==> src/rtl/uart_rx_top.sv <==
// UART receiver: 8 data bits LSB first, one parity bit, one stop bit.
// Line is synchronised with two flops and sampled at mid-bit.
//
// state   | meaning
// --------+------------------------------------------------------------
// S_IDLE  | line idle, waiting for rx_s to fall
// S_START | timing half a bit to confirm the start bit at its centre
// S_DATA  | sampling 8 data bits at their centres
// S_PARITY| sampling the parity bit
// S_STOP  | sampling the stop bit and publishing the frame

module uart_rx_top #(
    parameter int CLKS_PER_BIT = 16,
    parameter bit PARITY_ODD   = 1'b0
) (
    input  logic       clk,
    input  logic       rst,
    input  logic       rx_data_in,
    output logic [7:0] rx_data_out,
    output logic       rx_valid,
    output logic       rx_parity_err,
    output logic       rx_frame_err,
    output logic       rx_busy
);

    localparam int CW = (CLKS_PER_BIT > 2) ? $clog2(CLKS_PER_BIT) : 1;
    localparam logic [CW-1:0] CNT_MID  = CW'(CLKS_PER_BIT / 2 - 1);
    localparam logic [CW-1:0] CNT_LAST = CW'(CLKS_PER_BIT - 1);

    typedef enum logic [2:0] {
        S_IDLE,
        S_START,
        S_DATA,
        S_PARITY,
        S_STOP
    } state_t;

    state_t        state, state_nxt;
    logic          rx_meta, rx_s;
    logic [CW-1:0] clk_cnt, clk_cnt_nxt;
    logic [2:0]    bit_cnt, bit_cnt_nxt;
    logic [7:0]    shift_reg, shift_nxt;
    logic          parity_bit, parity_nxt;
    logic [7:0]    data_nxt;
    logic          valid_nxt, perr_nxt, ferr_nxt;

    // Synchroniser resets to the idle level so reset never looks like a start bit.
    always_ff @(posedge clk) begin
        if (rst) begin
            rx_meta <= 1'b1;
            rx_s    <= 1'b1;
        end else begin
            rx_meta <= rx_data_in;
            rx_s    <= rx_meta;
        end
    end

    always_ff @(posedge clk) begin
        if (rst) begin
            state         <= S_IDLE;
            clk_cnt       <= '0;
            bit_cnt       <= '0;
            shift_reg     <= '0;
            parity_bit    <= 1'b0;
            rx_data_out   <= '0;
            rx_valid      <= 1'b0;
            rx_parity_err <= 1'b0;
            rx_frame_err  <= 1'b0;
        end else begin
            state         <= state_nxt;
            clk_cnt       <= clk_cnt_nxt;
            bit_cnt       <= bit_cnt_nxt;
            shift_reg     <= shift_nxt;
            parity_bit    <= parity_nxt;
            rx_data_out   <= data_nxt;
            rx_valid      <= valid_nxt;
            rx_parity_err <= perr_nxt;
            rx_frame_err  <= ferr_nxt;
        end
    end

    always_comb begin
        state_nxt   = state;
        clk_cnt_nxt = clk_cnt + 1'b1;
        bit_cnt_nxt = bit_cnt;
        shift_nxt   = shift_reg;
        parity_nxt  = parity_bit;
        data_nxt    = rx_data_out;
        valid_nxt   = 1'b0;
        perr_nxt    = rx_parity_err;
        ferr_nxt    = rx_frame_err;

        case (state)
            S_IDLE: begin
                clk_cnt_nxt = '0;
                if (!rx_s) begin
                    state_nxt = S_START;
                end
            end
            S_START: begin
                if (clk_cnt == CNT_MID) begin
                    clk_cnt_nxt = '0;
                    bit_cnt_nxt = '0;
                    state_nxt   = rx_s ? S_IDLE : S_DATA;
                end
            end
            S_DATA: begin
                if (clk_cnt == CNT_LAST) begin
                    clk_cnt_nxt         = '0;
                    shift_nxt[bit_cnt]  = rx_s;
                    if (bit_cnt == 3'd7) begin
                        state_nxt = S_PARITY;
                    end else begin
                        bit_cnt_nxt = bit_cnt + 3'd1;
                    end
                end
            end
            S_PARITY: begin
                if (clk_cnt == CNT_LAST) begin
                    clk_cnt_nxt = '0;
                    parity_nxt  = rx_s;
                    state_nxt   = S_STOP;
                end
            end
            S_STOP: begin
                // Returning to idle mid stop bit leaves half a bit to catch a
                // back-to-back start edge.
                if (clk_cnt == CNT_LAST) begin
                    clk_cnt_nxt = '0;
                    data_nxt    = shift_reg;
                    perr_nxt    = ((^shift_reg) ^ parity_bit) != PARITY_ODD;
                    ferr_nxt    = ~rx_s;
                    valid_nxt   = 1'b1;
                    state_nxt   = S_IDLE;
                end
            end
            default: begin
                state_nxt   = S_IDLE;
                clk_cnt_nxt = '0;
            end
        endcase
    end

    assign rx_busy = (state != S_IDLE);

endmodule

==> config.mk <==
export PLATFORM = sky130hd
export DESIGN_NAME = uart_rx_top
export DESIGN_NICKNAME = d
export VERILOG_FILES = /design/src/rtl/uart_rx_top.sv
export SDC_FILE = /design/constraint.sdc
export NUM_CORES = 1
export LEC_CHECK = 0
export CELL_PAD_IN_SITES_DETAIL_PLACEMENT = 2
export CELL_PAD_IN_SITES_GLOBAL_PLACEMENT = 2
export CORE_AREA = 5 5 84 86
export CTS_BUF_LIST = sky130_fd_sc_hd__clkbuf_4 sky130_fd_sc_hd__clkbuf_8 sky130_fd_sc_hd__clkbuf_16
export DETAILED_ROUTE_END_ITERATION = 16
export DIE_AREA = 0 0 89 91
export PLACE_DENSITY = 0.7
export SYNTH_ARGS = -nofsm -noshare
export SYNTH_HDL_FRONTEND = slang
export SYNTH_SLANG_ARGS = --single-unit
==> constraint.sdc <==
create_clock -name clk -period 2.3 [get_ports clk]
set_clock_uncertainty 0.05 [all_clocks]
set_input_delay 0.46 -clock clk [delete_from_list [all_inputs] [get_ports clk]]
set_output_delay 0.46 -clock clk [all_outputs]
set_load 0.01 [all_outputs]
; ---- Yosys cells after proc, flatten, opt, wreduce, memory -nomap -nowiden
; Index checks and enable logic that the tools add are counted.
[word_totals]
register_bits = 32
in_bits = 3
out_inout_bits = 12
wordCells = 63
[classes]
n_addsub = 2
n_lt_le_gt_ge = 2
n_eq_ne = 14
muxes = 19
n_bitwise = 3
n_reduce_logical = 12
[op_table]
columns = operator, count
row1 = 2-to-1 mux 3 bit, 9
row2 = case mux 3 bit (5 select lines), 1
row3 = "inequality test 2 bit, second input constant", 7
row4 = bitwise mux 8 bit, 1
row5 = 2-to-1 mux 4 bit, 2
row6 = case mux 4 bit (2 select lines), 1
row7 = parity 8 bit, 1
row8 = "equality test 3 x 2 -> 1 bit, second input constant", 2
row9 = "equality test 3 bit, second input constant", 2
row10 = case mux 3 bit (2 select lines), 1
row11 = AND reduction 2 bit, 3
row12 = AND reduction 6 bit, 1
row13 = "adder 4 x 1 -> 4 bit, second input constant", 1
row14 = "equality test 4 x 3 -> 1 bit, second input constant", 1
row15 = "equality test 4 bit, second input constant", 1
row16 = "less-than comparator 3 x 4 -> 1 bit, second input constant", 1
row17 = AND reduction 4 bit, 1
row18 = "adder 3 x 1 -> 3 bit, second input constant", 1
row19 = demux 1 bit (select 3 bit), 1
row20 = "equality test 3 x 1 -> 1 bit, second input constant", 1
row21 = ">= comparator 3 x 1 -> 1 bit, second input constant", 1
row22 = zero test 3 bit, 1
row23 = nonzero test 3 bit, 1
row24 = OR reduction 3 bit, 1
row25 = other kinds (7), 9

; ---- Longest topological paths before layout
[logic_depth]
ltp_word = 5
mapped_depth = 7

; ---- Worst setup path before layout
; OpenSTA, ideal clock, no wires.
[synth_path]
path_type = reg2reg
start = register bit_cnt[0]
end = register bit_cnt[0]
setup_ns = 0.070
arrival_time_ns = 1.672
path_slack_ns = 0.507
path_stages_with_launch = 7
n_path_buf = 0
period_less_slack_ns = 1.793
path_cell_list = dfxtp_1 -> ha_1 -> ha_1 -> and4bb_2 -> o2111ai_1 -> or3_1 -> a21oi_1
[synth_via]
elab_chain_len = 4
elab_cells_between_ends = 7
[synth_rtl]
columns = element, line
row1 = "start, declared", 41  ; logic [2:0] bit_cnt, bit_cnt_nxt;
row2 = "start signal, assigned", 72  ; bit_cnt <= bit_cnt_nxt;
row3 = adder 3 x 1 -> 3 bit, 114  ; bit_cnt_nxt = bit_cnt + 3'd1;
row4 = 2-to-1 mux 3 bit, 111  ; if (bit_cnt == 3'd7) begin
row5 = 2-to-1 mux 3 bit, 108  ; if (clk_cnt == CNT_LAST) begin
row6 = case mux 3 bit (2 select lines), 93  ; case (state)
; Several ways; a longest one is shown, not always the timed one. The select of a mux whose other input is x is not followed.
; A chain may end at the register's enable or synchronous reset.

; ---- Worst setup path in the final report
[layout_path]
start = register state[0]
end = output rx_busy
[layout_via]
elab_chain_len = 1
[layout_rtl]
columns = element, line
row1 = "start, declared", 38  ; state_t state, state_nxt;
row2 = "start signal, assigned", 70  ; state <= state_nxt;
row3 = nonzero test 3 bit, 144  ; assign rx_busy = (state != S_IDLE);
row4 = "end, declared", 23  ; output logic rx_busy
; Every way passes these cells.

==> flow_results.org <==
** Clocking
- Cts hold-fix bufs :: 0
- TritonCTS built the clock tree.
- Cells resized by post-CTS repair :: 0
- In this run the number of H-tree levels came out at 2.
- For the worst-skew pair, the clock arrives at the later sink with an insertion delay of about 290 ps.
- For this design, the sink count on the clock tree is 32.
- Clock buffer depth :: 2
- Clock-pin slew reported for the worst setup and hold paths after clock tree synthesis :: around 70 ps
- The root buffer cell chosen for the clock tree is sky130_fd_sc_hd__clkbuf_8.
- Buffer count from post-CTS setup fixing :: 0
- TritonCTS created 5 clock buffers.

** Timing
- The worst pin sits at a relative slew slack of 0.648.
- Adding up every negative setup slack in the final design gives 0 ps.
- Slew at the pin closest to its max-slew limit :: 526 ps
- Subtracting the final worst setup slack from the clock period gives approximately 2100 ps.
- Setup repair after global routing left no endpoint under its margin.
- Final max-slew violation count :: 0
- Ratio of final minimum period to clock period :: 0.933
- Setup Viol. Count Final :: 0
- Maximum operating frequency :: 466 MHz
- The number of endpoints with negative hold slack in the final report is 0.

** Logic synthesis
- Register bit total from synthesis :: 32
- Yosys Warn Count :: 0
- When the netlist entered floorplanning its net count stood at between 150 and 200.
- For this run, the register share of the synthesized area comes to 0.430.
- Async S/R FF share, synth :: 0
- Synth top area share :: 0.430
- Synthesized instance count :: roughly 180
- Most used DFF post-synth :: sky130_fd_sc_hd__dfxtp_1
- The synthesized design contains 0 enable-type register cells.
- Top cells by area, synth :: sky130_fd_sc_hd__dfxtp_1 (43%), sky130_fd_sc_hd__nand2_1 (6.8%), sky130_fd_sc_hd__mux2i_1 (6.0%), sky130_fd_sc_hd__a21oi_1 (5.4%), sky130_fd_sc_hd__nor2_1 (4.3%)
- The biggest area contributor in the post-synthesis netlist is sky130_fd_sc_hd__dfxtp_1.
- Library cells used by synthesis :: 37
- In this run the cell area of the synthesized design comes to between 1000 and 1500 um2.
- Averaged over all synthesized cells, the footprint is between 8 and 9 um2.

** Setup path
- Slowest cell delay on critical path :: 570 ps
- The worst setup path is captured at an output pin.
- The critical path is of the register to output pin type.
- In this design, the largest share of critical-path delay is due to flip-flops.
- Crit-path max FO :: 13
- Worst-path cell with the longest stage delay :: sky130_fd_sc_hd__dfxtp_1
- Internal reg-to-reg setup slack :: slightly below 300 ps
- Together, buffers and inverters on the worst path number 1.
- STA classifies the critical path startpoint as a register.
- For the worst setup path, the data arrival time is ~1600 ps.
- For the worst setup path, the data required time is 1790 ps.
- The signal on the critical path passes through nor2_1 -> nand2_1 -> clkdlybuf4s50_1.

** Die
- Horizontal die dimension :: about 89 um
- The die covers a little over 8000 um2.
- During I/O placement, the number of pins put on the boundary was 15.
- After floorplanning, the core was sized to cover just over 6000 um2.
- Vert. Die Dim :: 91 um
- # rows :: 29
- Starting density of the core :: 0.240

** Pwr
- P_int :: between 0.9 and 1 mW
- Of the total power, the clock network draws 0.437.
- Flop pwr share :: 0.471
- Overall power consumption :: 1.25 mW
- Summed over all nets, the switching power comes to 0.317 mW.
- Net Sw Frac :: 0.253
- The share of total power dissipated in combinational logic is 0.092.
- For this design the ratio of total power to cell area is between 600 and 700 nW/um2.
- In this run the static leakage power is 0.681 nW.
- Largest vdd supply drop :: 242 uV

** Global routing
- The number of antenna violations at the first check in global routing is 0.
- Entering global routing, the biggest net connects 18 pins.
- For this run, the total global-route usage over all layers was measured as 0.104.
- Aggregate global routing overflow :: 0
- Global-route wire length before repair :: roughly 6.5 mm
- Via count of the first global-routing pass :: 1279

** Drt
- After detailed routing, the number of remaining DRC violations is 0.
- Count of antenna-violating nets left after detailed routing :: 0
- Dividing the detail-routed via count by the number of cells gives 4.79.
- After detailed routing, the total wire length is roughly 3.8 mm.
- Drt wl/cell :: ~14 um
- In this run, the number of DRC markers left after iteration 0 of detailed routing was 30.
- The first detailed-routing pass took 4 iterations.
- Detailed routing inserted a total of approximately 1300 vias.

** Finish
- The area growth from synthesis to layout is 23.3%.
- The net count of the finished layout is approximately 200.
- Layout fillers :: around 700
- Fraction of final layout cells with drive strength greater than 1 :: 0.124
- The number of antenna diodes in the final layout is 0.

** Placement
- Detailed-placement wirelength estimate :: around 2.7 mm
- RePlAce Congestion :: about 0.76
- Port Buf Inserts :: 14

** Job
- Across the run, the number of max-cap violations was 0.

** Worst hold path
- Type of the most critical hold path :: register to register

** Outcome
- Outcome :: completed
## final cells by class
type	instances	area, um2	area share
Sequential cell	32	643	0.350
Inverter	6	22.5	0.0123
Clock buffer	5	68.8	0.0374
Multi-Input combinational cell	128	787	0.428
Tap cell	77	96.3	0.0524
Timing Repair Buffer	19	178	0.0967
Clock inverter	3	42.5	0.0231
## worst reg2reg max path, cell delays in order (launching register included)
cell and delay (ps):
sky130_fd_sc_hd__dfxtp_1 370, sky130_fd_sc_hd__ha_1 220, sky130_fd_sc_hd__ha_1 190, sky130_fd_sc_hd__and4bb_2 280, sky130_fd_sc_hd__o2111ai_1 260, sky130_fd_sc_hd__or3_1 420, sky130_fd_sc_hd__a21oi_1 140
## cell usage after synthesis (all sizes together), types with 2 or more instances
library cell,n
nand4,6
inv,6
o21ai,3
or3b,2
xnor2,3
nor3b,3
nor4,4
nor3,3
dfxtp,32
ha,3
xor2,2
a21oi,16
xnor3,2
nand3,8
clkbuf,8
mux2i,9
nand2,27
buf,2
nor2b,3
or2,5
nor2,18
## final timing paths
path,startpoint,to,cells past startpoint
max,state[0],rx_busy,3
min,rx_meta,rx_s,1
max reg2reg,bit_cnt[0],bit_cnt[0],6
min reg2reg,rx_meta,rx_s,1
## per-stage QoR
stage               worst slack (ps)  instances  cell area (um2)   util  hold WS, ps
CTS                             57.9        270             1840  0.296          365
finish                           153        270             1840  0.296          362
floorplan                        507        176             1490      -          339
global placement                 374        262             1720  0.278          343
detailed placement               330        262             1720  0.278          353
global route                    66.1        270             1840  0.296          377
## routing by layer
metal | up-vias | share of wire | track usage
met5 | - | 0 | 0
met4 | 0 | 0.019 | 0.0409
met3 | 5 | 0.035 | 0.0353
met2 | 13 | 0.49 | 0.158
met1 | 636 | 0.46 | 0.134
li1 | 639 | - | -
## power groups by stage
stage | clock network (mW) | logic (mW) | registers, mW
floorplan | 0 | 0.0960 | 0.583
global placement | 0 | 0.114 | 0.603
detailed placement | 0 | 0.117 | 0.604
CTS | 0.571 | 0.118 | 0.591
global route | 0.602 | 0.128 | 0.594
finish | 0.548 | 0.115 | 0.591
## kinds of logic (layout without fill, tap and decap cells)
| logic type | after synthesis | count (layout) | share of synthesized area |
|---|---|---|---|
| muxes | 9 | 9 | 0.0605 |
| adders and majority gates | 3 | 3 | 0.0252 |
| AOI/OAI and AO/OA | 26 | 26 | 0.103 |
| buffers and inverters | 16 | 33 | 0.0420 |
| DFF | 32 | 32 | 0.430 |
| and+or+nand+nor | 83 | 83 | 0.280 |
| xor gates and xnor gates | 7 | 7 | 0.0596 |
## placed cells by master, fill, tap and decap left out, types with 5 or more instances in the layout
cell,instances
sky130_fd_sc_hd__nand2_1,27
sky130_fd_sc_hd__clkbuf_8,5
sky130_fd_sc_hd__nor2_1,17
sky130_fd_sc_hd__nand4_1,6
sky130_fd_sc_hd__inv_1,6
sky130_fd_sc_hd__mux2i_1,9
sky130_fd_sc_hd__clkdlybuf4s50_1,14
sky130_fd_sc_hd__a21oi_1,16
sky130_fd_sc_hd__buf_4,5
sky130_fd_sc_hd__dfxtp_1,30
sky130_fd_sc_hd__nand3_1,8
sky130_fd_sc_hd__or2_2,5
(Power assumes the default switching activity.)
